<file path="src/rtl/cpu_reg_dumper.sv">
// Debug read-out engine: walks x1..x31 through a register-file read port and
// emits a framed little-endian byte stream (header, data bytes, checksum).
module cpu_reg_dumper #(
  parameter int          XLEN   = 32,
  parameter logic [7:0]  HEADER = 8'hA5
) (
  input  logic            clk,
  input  logic            rst_n,
  input  logic            start,
  output logic            busy,
  output logic            done,
  output logic [4:0]      rf_addr,
  input  logic [XLEN-1:0] rf_data,
  output logic [7:0]      out_data,
  output logic            out_valid,
  input  logic            out_ready
);

  localparam int NB = XLEN / 8;
  localparam int CW = (NB > 1) ? $clog2(NB) : 1;
  localparam logic [CW-1:0] LAST_BYTE = CW'(NB - 1);

  typedef enum logic [2:0] {IDLE, HDR, LOAD, SEND, CSUM, FIN} state_e;

  state_e            state_q, state_d;
  logic              busy_q, busy_d;
  logic              done_q, done_d;
  logic              out_valid_q, out_valid_d;
  logic [7:0]        out_data_q, out_data_d;
  logic [4:0]        rf_addr_q, rf_addr_d;
  logic [4:0]        index_q, index_d;
  logic [CW-1:0]     cnt_q, cnt_d;
  logic [7:0]        csum_q, csum_d;
  logic [XLEN-1:0]   shift_q, shift_d;
  logic              hs;

  assign hs = out_valid_q && out_ready;

  always_ff @(posedge clk) begin
    if (!rst_n) begin
      state_q     <= IDLE;
      busy_q      <= 1'b0;
      done_q      <= 1'b0;
      out_valid_q <= 1'b0;
      out_data_q  <= 8'd0;
      rf_addr_q   <= 5'd0;
      index_q     <= 5'd0;
      cnt_q       <= '0;
      csum_q      <= 8'd0;
      shift_q     <= '0;
    end else begin
      state_q     <= state_d;
      busy_q      <= busy_d;
      done_q      <= done_d;
      out_valid_q <= out_valid_d;
      out_data_q  <= out_data_d;
      rf_addr_q   <= rf_addr_d;
      index_q     <= index_d;
      cnt_q       <= cnt_d;
      csum_q      <= csum_d;
      shift_q     <= shift_d;
    end
  end

  always_comb begin
    state_d = state_q;
    case (state_q)
      IDLE:    if (start) state_d = HDR;
      HDR:     if (hs) state_d = LOAD;
      LOAD:    state_d = SEND;
      SEND:    if (hs && cnt_q == LAST_BYTE) state_d = (index_q == 5'd31) ? CSUM : LOAD;
      CSUM:    if (hs) state_d = FIN;
      FIN:     state_d = IDLE;
      default: state_d = IDLE;
    endcase
  end

  // Register snapshot is taken once in LOAD; later bytes come from the shifted copy.
  always_comb begin
    busy_d      = busy_q;
    done_d      = 1'b0;
    out_valid_d = out_valid_q;
    out_data_d  = out_data_q;
    rf_addr_d   = rf_addr_q;
    index_d     = index_q;
    cnt_d       = cnt_q;
    csum_d      = csum_q;
    shift_d     = shift_q;
    case (state_q)
      IDLE: begin
        if (start) begin
          busy_d      = 1'b1;
          out_data_d  = HEADER;
          out_valid_d = 1'b1;
          csum_d      = 8'd0;
          index_d     = 5'd1;
        end
      end
      HDR: begin
        if (hs) begin
          out_valid_d = 1'b0;
          rf_addr_d   = index_q;
        end
      end
      LOAD: begin
        shift_d     = rf_data;
        out_data_d  = rf_data[7:0];
        out_valid_d = 1'b1;
        cnt_d       = '0;
      end
      SEND: begin
        if (hs) begin
          csum_d = csum_q + out_data_q;
          cnt_d  = cnt_q + 1'b1;
          if (cnt_q != LAST_BYTE) begin
            shift_d    = shift_q >> 8;
            out_data_d = shift_d[7:0];
          end else if (index_q != 5'd31) begin
            index_d     = index_q + 5'd1;
            rf_addr_d   = index_q + 5'd1;
            out_valid_d = 1'b0;
          end else begin
            out_data_d = csum_d;
          end
        end
      end
      CSUM: begin
        if (hs) begin
          out_valid_d = 1'b0;
          busy_d      = 1'b0;
          done_d      = 1'b1;
        end
      end
      default: ;
    endcase
  end

  assign busy      = busy_q;
  assign done      = done_q;
  assign out_valid = out_valid_q;
  assign out_data  = out_data_q;
  assign rf_addr   = rf_addr_q;

endmodule
</file>
<file path="config.mk">
export PLATFORM = sky130hd
export DESIGN_NAME = cpu_reg_dumper
export DESIGN_NICKNAME = d
export VERILOG_FILES = /design/src/rtl/cpu_reg_dumper.sv
export SDC_FILE = /design/constraint.sdc
export NUM_CORES = 1
export LEC_CHECK = 0
export BUFFER_PORTS_ARGS = -buffer_cell sky130_fd_sc_hd__buf_4
export CORE_ASPECT_RATIO = 0.6
export CORE_UTILIZATION = 50
export DETAILED_ROUTE_END_ITERATION = 12
export PLACE_DENSITY_LB_ADDON = 0.08
export SLEW_MARGIN = 30
export SYNTH_ARGS = -nofsm -noshare
export SYNTH_HDL_FRONTEND = slang
export SYNTH_SLANG_ARGS = --single-unit
</file>
<file path="constraint.sdc">
create_clock -name clk -period 2.6 [get_ports clk]
set_input_delay 0.78 -clock clk [delete_from_list [all_inputs] [get_ports clk]]
set_output_delay 0.78 -clock clk [all_outputs]
set_load 0.03 [all_outputs]
</file>
## Yosys cells after proc, flatten, opt, wreduce, memory -nomap -nowiden

Index checks and enable logic that the tools add are counted.

- Output and inout bits: 16
- Input bits: 36
- Flip-flop bits (word level): 66
- Logic and storage cells: 85

- Reductions and logical operators: 20
- Add/sub/neg operators: 3
- Muxes and demuxes: 34
- Equal/unequal tests: 18

Operator list:

| cell | count |
|---|---|
| 32-bit two-way mux | 2 |
| 32-bit one-hot mux with 2 select lines | 1 |
| 8-bit two-way mux | 6 |
| 5-bit two-way mux | 5 |
| 8-bit one-hot mux with 3 select lines | 1 |
| 5-bit one-hot mux with 2 select lines | 2 |
| 2-bit != test, second input constant | 9 |
| 8-bit one-hot mux with 2 select lines | 1 |
| 3-bit two-way mux | 5 |
| 3-bit one-hot mux with 5 select lines | 1 |
| 5-bit AND reduction | 2 |
| 3-bit AND reduction | 3 |
| 8-bit adder | 1 |
| 4-bit AND reduction | 2 |
| 2-bit nonzero test | 4 |
| 3-bit by 2-bit == test with 1-bit output, second input constant | 2 |
| 1-bit two-way mux | 6 |
| 6-bit AND reduction | 1 |
| 5-bit by 1-bit adder with 5-bit output, second input constant | 1 |
| 5-bit == test, second input constant | 1 |
| 5-bit != test, second input constant | 1 |
| 1-bit one-hot mux with 4 select lines | 1 |
| 2-bit one-hot mux with 2 select lines | 1 |
| 2-bit AND reduction | 2 |
| 13 further kinds | 14 |

## Depth between registers and ports, before layout

Gate-level depths: netlist of run 1.

- Word-level depth: 5
- Mapped depth: 8
- Mapped depth without buffers: 8

## Least setup slack after synthesis of run 1

No wires, ideal clock.

- Path kind: register -> register
- Start point: reg out_data_q[0], in the netlist out_data[0]
- End point: reg out_data_q[2], in the netlist out_data[2]
- Setup slack: 561 ps
- Path buffers: 0
- Data required time: 2484 ps
- Stages on the path, launching flop included: 8
- Arrival: 1923 ps
- Clock period less this slack: 2039 ps
- Setup time: 116 ps
- Cells stage by stage: dfxtp_1 ha_1 fa_1 xor2_1 mux2i_1 a21oi_1 or4_1 o211a_1

- Cells in the longest elaborated chain, start to end: 5

Ends and longest elaborated chain:

| what | RTL line | source |
|---|---|---|
| start: declaration | 29 | `logic [7:0] out_data_q, out_data_d;` |
| start signal: assignment | 56 | `out_data_q <= out_data_d;` |
| 8-bit adder | 113 | `csum_d = csum_q + out_data_q;` |
| 8-bit two-way mux | 118 | `end else if (index_q != 5'd31) begin` |
| 8-bit two-way mux | 115 | `if (cnt_q != LAST_BYTE) begin` |
| 8-bit two-way mux | 112 | `if (hs) begin` |
| 8-bit one-hot mux with 3 select lines | 89 | `case (state_q)` |

Every way passes these cells. The select of a mux whose other input is x is not followed.
A chain may end at the register's enable or synchronous reset.

## Final worst setup path of run 1

- Start point: reg index_q[0]
- End point: reg out_data_q[2], in the netlist out_data[2]

- Cells in the longest elaborated chain, start to end: 3

Ends and longest elaborated chain:

| what | RTL line | source |
|---|---|---|
| start: declaration | 31 | `logic [4:0] index_q, index_d;` |
| start signal: assignment | 58 | `index_q <= index_d;` |
| 5-bit != test | 118 |  |
| 3-bit != test (no line) | -- |  |
| 4-bit AND reduction (no line) | -- |  |

Every way passes these cells.

==> reports/results.ini, run 1 <==
[yosys]
yosysTopAreaCellShare_pct=38.8
synth_cell_type_count=62
ys_ff_latch=58
async_reset_ff_share_pct=0
synthCells=363
synth_top_flop_cell=dfxtp_1
synth_edf_count=0
synth_nets=411
synth_area_um2=2990
yosysSeqAreaShare_pct=38.8
ys_top_cells_by_area=dfxtp_1 (39%), nand2_1 (6.9%), nor2_1 (5.9%)
synth_top_cell_by_area=dfxtp_1
postSynthAreaPerCell_um2=8.24
yosys_warnings=0

[floorplan]
pin_count=52
dieWidth_um=102
coreArea_um2=5680
die_area_um2=6300
num_rows=21
die_h_um=61.9
start_util_pct=52.7

[cells_and_area]
antennaDiodeCount=0
drive_gt1_share_pct=22.1
area_growth_pct=21.3
nets=460
final_util_pct=63.9

[timing]
maxSlewHeadroom_pct=48.3
fin_crit_sh_pct=87.2
finalCriticalPeriod_ns=2.27
finalHoldViolations=0
setup_tns_ns=0
rsz0062_at_grt=false
max_slew.worst_pin.slew_ns=0.776
hold_ws_ns=0.476
fmax_mhz=441
skew_ns=0.00794
maxSlewViolCount=0
final-setup-viol-count=0

[critical_path]
end_kind=flop
startpoint_type=flop
worst_path_max_delay_cell=or4_1
cp_slowest_stage_delay_ns=0.50
crit_start=index_q[0]$_SDFFE_PN0P_
cp_common_cell=ha_1
critPathMaxFanout=7
cp.arrival_ns=2.50
reg2reg_from=index_q[0]$_SDFFE_PN0P_
crit_chain=ha_1, and3_1, ha_1, and2b_1, o21ai_4, a21boi_2, or4_1, o211a_1
required_ns=2.83
worstSetupPathType=flop to flop

[clocking]
clkTransAtPathRegs_ns=0.07
cts_num_sinks=58
clockBufferDepth=2
clock_latency_ns=0.34
post_cts_buffers=0
cts-root-buf=clkbuf_8
holdBufCountCts=0
tritoncts=done
ctsResizeCount=0
ctsHtreeMaxLevel=3
numCtsBuffers=9

[routing]
drcViolationCount=0
vias=2864
vias_per_cell=5.76
wl_per_cell_um=16.1
drt_iter0_markers=208
drt-pass1-iter-count=5
postRouteAntennaNets=0
wl_um=8010

[global_routing]
grt_pass1_vias=2448
overflow=0
antenna_found_initial=0
grt_first_pass_wirelength_um=12700
grt_max_degree=44
grt.total_usage_pct=27.0

[pwr]
vdd_drop_max_v=0.000333
power.density_nw_per_um2=743
power_leakage_nw=1.47
power.total_w=0.00270

[worst_hold_path]
hp-class=flop to flop
hold_start=shift_q[24]$_SDFFE_PN0P_

[flow_run]
maxCapViolCount=0

[place]
hpwlAfterDp_um=5840
port_buffers=51
finalWeightedCongestion=0.905

[run_status]
status=complete, no violations

## layer usage
metal,vias to the layer above,GRT usage [%],wire length [um]
met4,0,4.90,48
met5,-,0,0
met2,110,34.4,2980
met3,5,9.17,705
li1,1433,-,-
met1,1316,42.7,4270
## sequential cells by signal, indices dropped and copies added (netlist names)
signal and flops:
shift_q 24, csum_q 8, out_data 8, index_q 5, rf_addr 5, state_q 3
cnt_q 2, busy 1, done 1, out_valid 1
## placed cells by master (no fill, tap or decap), types with 2 or more instances in the layout
master / instances
nand4_1: 3
xnor2_1: 3
a21o_1: 2
o22ai_1: 2
a311oi_1: 18
nand3_1: 3
and3_1: 4
o21ai_1: 11
mux2i_1: 5
dfxtp_1: 58
nor2_2: 3
a22oi_1: 4
xor2_1: 4
o211ai_1: 3
and2_1: 2
nand2_1: 55
inv_2: 5
buf_4: 61
a21oi_1: 16
a31oi_1: 5
o211a_1: 3
ha_1: 11
nor2_1: 47
a32o_1: 4
o21a_1: 3
inv_1: 4
clkbuf_8: 9
nor3_1: 7
a211oi_1: 3
or4_1: 2
o2bb2ai_1: 2
clkinv_2: 4
a32oi_1: 8
o21ai_0: 12
nand2b_1: 2
## through the flow
stage                     instances  setup slack, ns  area [um2]
after floorplan                 363            0.561        2990
after global placement          481            0.452        3440
after detailed placement        481            0.362        3440
after CTS                       497            0.342        3630
after global routing            497            0.227        3630
final                           497            0.332        3630
## cell type report
type                    count  area (um2)
clock inverters             6        57.6
flip-flops and latches     58        1160
inverters                   9        33.8
repair buffers             61         458
well taps                  80         100
clock buffers              10         128
multi-input cells         273        1690
fillers                   524        2050
## power breakdown
part / switching, W / internal (W)
Clock: 0.000360 / 0.000435
Combinational: 0.000483 / 0.000305
Sequential: 0.000114 / 0.000997
## cells in the mapped netlist, drive strengths merged (2+ instances only)
cell / instances
nand2: 56
dfxtp: 58
nor2: 50
a21o: 2
a211oi: 3
clkbuf: 11
nand2b: 2
or4: 2
a311oi: 18
nand4: 3
nand3: 4
buf: 12
xnor2: 3
o2bb2ai: 2
o22ai: 2
xor2: 4
a21oi: 16
o21a: 3
o211ai: 3
a32oi: 8
and3: 4
ha: 11
nor3: 8
mux2i: 5
o21ai: 24
a22oi: 4
inv: 9
a31oi: 5
a32o: 4
and2: 2
o211a: 3
## path summary, 6_finish.rpt
path	end	slack, ns	depth (start not counted)
setup / recovery	out_data[2]$_SDFFE_PN0P_	0.33	8
hold / removal	shift_q[16]$_SDFFE_PN0P_	0.48	2
setup reg to reg	out_data[2]$_SDFFE_PN0P_	0.33	8
hold reg to reg	shift_q[16]$_SDFFE_PN0P_	0.48	2
## cell families after synthesis
group           Yosys count  share of synthesized area, %
xor+xnor                  7                          2.05
compound gates          109                          26.4
fa+ha+maj                12                          5.27
flops                    58                          38.8
simple gates            139                          20.7
mux                       6                          2.05
buf+inv                  32                          4.64
## critical path: cells and delay by family, from the launching register on
kind                     cells  cell delay, ns
flip-flops                   1            0.38
AO/OA/AOI/OAI                3            0.47
adder cells (fa/ha/maj)      2            0.37
AND/OR/NAND/NOR              3            0.94
Note: power is estimated with default switching activity, not from simulation.
==> run 2, diff against run 1 <==
--- a/config.mk
+++ b/config.mk
@@ -8,6 +8,7 @@
 export BUFFER_PORTS_ARGS = -buffer_cell sky130_fd_sc_hd__buf_4
 export CORE_ASPECT_RATIO = 0.6
 export CORE_UTILIZATION = 50
+export CTS_BUF_LIST = sky130_fd_sc_hd__clkbuf_4 sky130_fd_sc_hd__clkbuf_8
 export DETAILED_ROUTE_END_ITERATION = 12
 export PLACE_DENSITY_LB_ADDON = 0.08
 export SLEW_MARGIN = 30
==> constraint.sdc (replaced) <==
create_clock -name clk -period 1.95 [get_ports clk]
set_input_delay 0.585 -clock clk [delete_from_list [all_inputs] [get_ports clk]]
set_output_delay 0.585 -clock clk [all_outputs]
set_load 0.03 [all_outputs]
==> run 2 against run 1 <==
Setup slack got worse by 0.40 ns. Sequential share of layout area decreased by 2.9 points. Fmax increased by 13%. Worst hold slack got worse by 0.0048 ns. First-iteration DRC count decreased by 23%. Sequential cell count unchanged. Clock skew decreased by 0.00077 ns. The flow now finishes with violations (setup timing). Largest cell class unchanged.
==> reports/results.ini, run 2 (synthesized netlist as in run 1, its figures left out) <==
[floorplan]
start_util_pct=52.7  ; unchanged
coreArea_um2=5680  ; unchanged
dieWidth_um=102  ; unchanged
num_rows=21  ; unchanged
die_h_um=61.9  ; unchanged
die_area_um2=6300  ; unchanged
pin_count=52  ; unchanged

[cells_and_area]
layout_common_cells=buf_4 (88), nand2_1 (55), dfxtp_1 (54)
area_growth_pct=34.1
drive_gt1_share_pct=31.5  ; +9.5 points
nets=490  ; +6.5%
top_register=shift_q
largest_register_ffs=24  ; unchanged
antennaDiodeCount=0  ; unchanged
final_area_um2=4010  ; +11%
mostFrequentLayoutCell=buf_4

[timing]
fmax_mhz=496  ; +13%
maxSlewViolCount=0  ; unchanged
finalWorstSetupSlack_ns=-0.0648  ; -0.397 ns
maxSlewHeadroom_pct=66.3  ; +18 points
hold_ws_ns=0.471  ; -0.00483 ns
finalHoldViolations=0  ; unchanged
fin_crit_sh_pct=103  ; +16 points
final-setup-viol-count=2  ; +2
finalCriticalPeriod_ns=2.01  ; -0.253 ns
rsz0062_at_grt=true
max_slew.worst_pin.slew_ns=0.504  ; -0.272 ns
skew_ns=0.00718  ; -0.000766 ns

[critical_path]
worstSetupPathType=flop to flop
reg2reg_from=out_data[0]$_SDFFE_PN0P_
critPathMaxFanout=2  ; -5
reg2reg_slack_ns=-0.06  ; -0.40 ns
required_ns=2.20  ; -0.63 ns
ff2ff_path_depth=7  ; -1
cp.arrival_ns=2.27  ; -0.23 ns
startpoint_type=flop
end_kind=flop
regToRegEndpoint=out_data[2]$_SDFFE_PN0P_

[routing]
wl_um=9060  ; +13%
vias=3062  ; +6.9%
drt_iter0_markers=160  ; -23%
drcViolationCount=0  ; unchanged
postRouteAntennaNets=0  ; unchanged
drt-pass1-iter-count=6  ; +1
wl_per_cell_um=17.2  ; +6.8%
vias_per_cell=5.81  ; +0.83%

[place]
dpl_cell_area_um2=3730  ; +8.2%
hpwlAfterDp_um=6370  ; +9.2%
finalWeightedCongestion=0.891  ; -1.5%
port_buffers=51  ; unchanged
pre_cts_ws_ns=-0.0337  ; -0.396 ns

[global_routing]
grt_pass1_vias=2701  ; +10%
overflow=0  ; unchanged
grt_first_pass_wirelength_um=13800  ; +8.7%
antenna_found_initial=0  ; unchanged
grt.total_usage_pct=30.3  ; +3.3 points
grt_max_degree=23  ; -48%

[clocking]
cts_num_sinks=58  ; unchanged
holdBufCountCts=0  ; unchanged
cts-root-buf=clkbuf_8
numCtsBuffers=9  ; unchanged
clock_latency_ns=0.36  ; +0.02 ns
clkTransAtPathRegs_ns=0.07  ; about the same
ctsHtreeMaxLevel=3  ; unchanged
clockBufferDepth=2  ; unchanged
tritoncts=done

[pwr]
power_leakage_nw=1.64  ; +11%
power.density_nw_per_um2=1000  ; +35%
vdd_drop_max_v=0.000641  ; +93%

[worst_hold_path]
min_to=csum_q[6]$_SDFFE_PN0P_
hold_start=csum_q[6]$_SDFFE_PN0P_
min_path_cells=2  ; unchanged
hp-class=flop to flop

[flow_run]
maxCapViolCount=0  ; unchanged

[run_status]
violations=setup timing
status=finished, violations left

run 2: repair_timing:
item	CTS	global route
resized for setup	3	11
endpoints found under the setup margin	5	18
setup buffers	1	0
pin swaps	3	9
run 2: critical path, cell delays in order (launching register included):
cell and delay (ns):
dfxtp_4 0.36, ha_4 0.16, fa_2 0.37, xor2_2 0.16, mux2i_1 0.15, a21oi_1 0.08, or4_1 0.48, o211a_1 0.15
run 2: stage by stage:
| step | util, % | instances | TNS [ns] | total power (W) |
|---|---|---|---|---|
| floorplan | - | 363 | -0.00934 | 0.00222 |
| global placement | 65.7 | 510 | -0.00133 | 0.00269 |
| detailed placement | 65.7 | 510 | -0.0466 | 0.00272 |
| CTS | 70.0 | 527 | -0.0465 | 0.00397 |
| global route | 70.7 | 527 | -0.464 | 0.00422 |
| finish | 70.7 | 527 | -0.0772 | 0.00402 |
run 2: how the worst max path moves through the flow:
stage | start | endpoint | slack, ns
4_1_cts | out_data[0]$_SDFFE_PN0P_ | out_data[2]$_SDFFE_PN0P_ | -0.04
5_1_grt | out_data[0]$_SDFFE_PN0P_ | out_data[2]$_SDFFE_PN0P_ | -0.16
3_3_place_gp | out_data[0]$_SDFFE_PN0P_ | out_data[2]$_SDFFE_PN0P_ | -0.001
2_1_floorplan | index_q[1]$_SDFFE_PN0P_ | out_data[2]$_SDFFE_PN0P_ | -0.008
3_5_place_dp | index_q[1]$_SDFFE_PN0P_ | out_data[2]$_SDFFE_PN0P_ | -0.03
6_report | out_data[0]$_SDFFE_PN0P_ | out_data[2]$_SDFFE_PN0P_ | -0.06
run 2: power by group:
part / leakage, nW / internal [W] / switching, W
registers: 0.474 / 0.00133 / 0.000135
logic: 1.05 / 0.000560 / 0.000748
clock network: 0.110 / 0.000716 / 0.000532
total: 1.64 / 0.00261 / 0.00141
run 2: per-layer routing:
metal  GRT usage (%)  share of wire, %  up-vias
met1            42.9                49     1443
met4            12.9               1.6        0
li1                -                 -     1493
met2            42.0                40      111
met3            10.2               8.7       15
met5               0                 0        -
run 2: cell type report:
class | instances | area, um2
multi-input combinational | 273 | 1780
fill | 457 | 1670
sequential | 58 | 1170
timing repair buffer | 91 | 712
clock buffer | 9 | 124
tap | 80 | 100
clock inverter | 7 | 92.6
inverter | 9 | 33.8
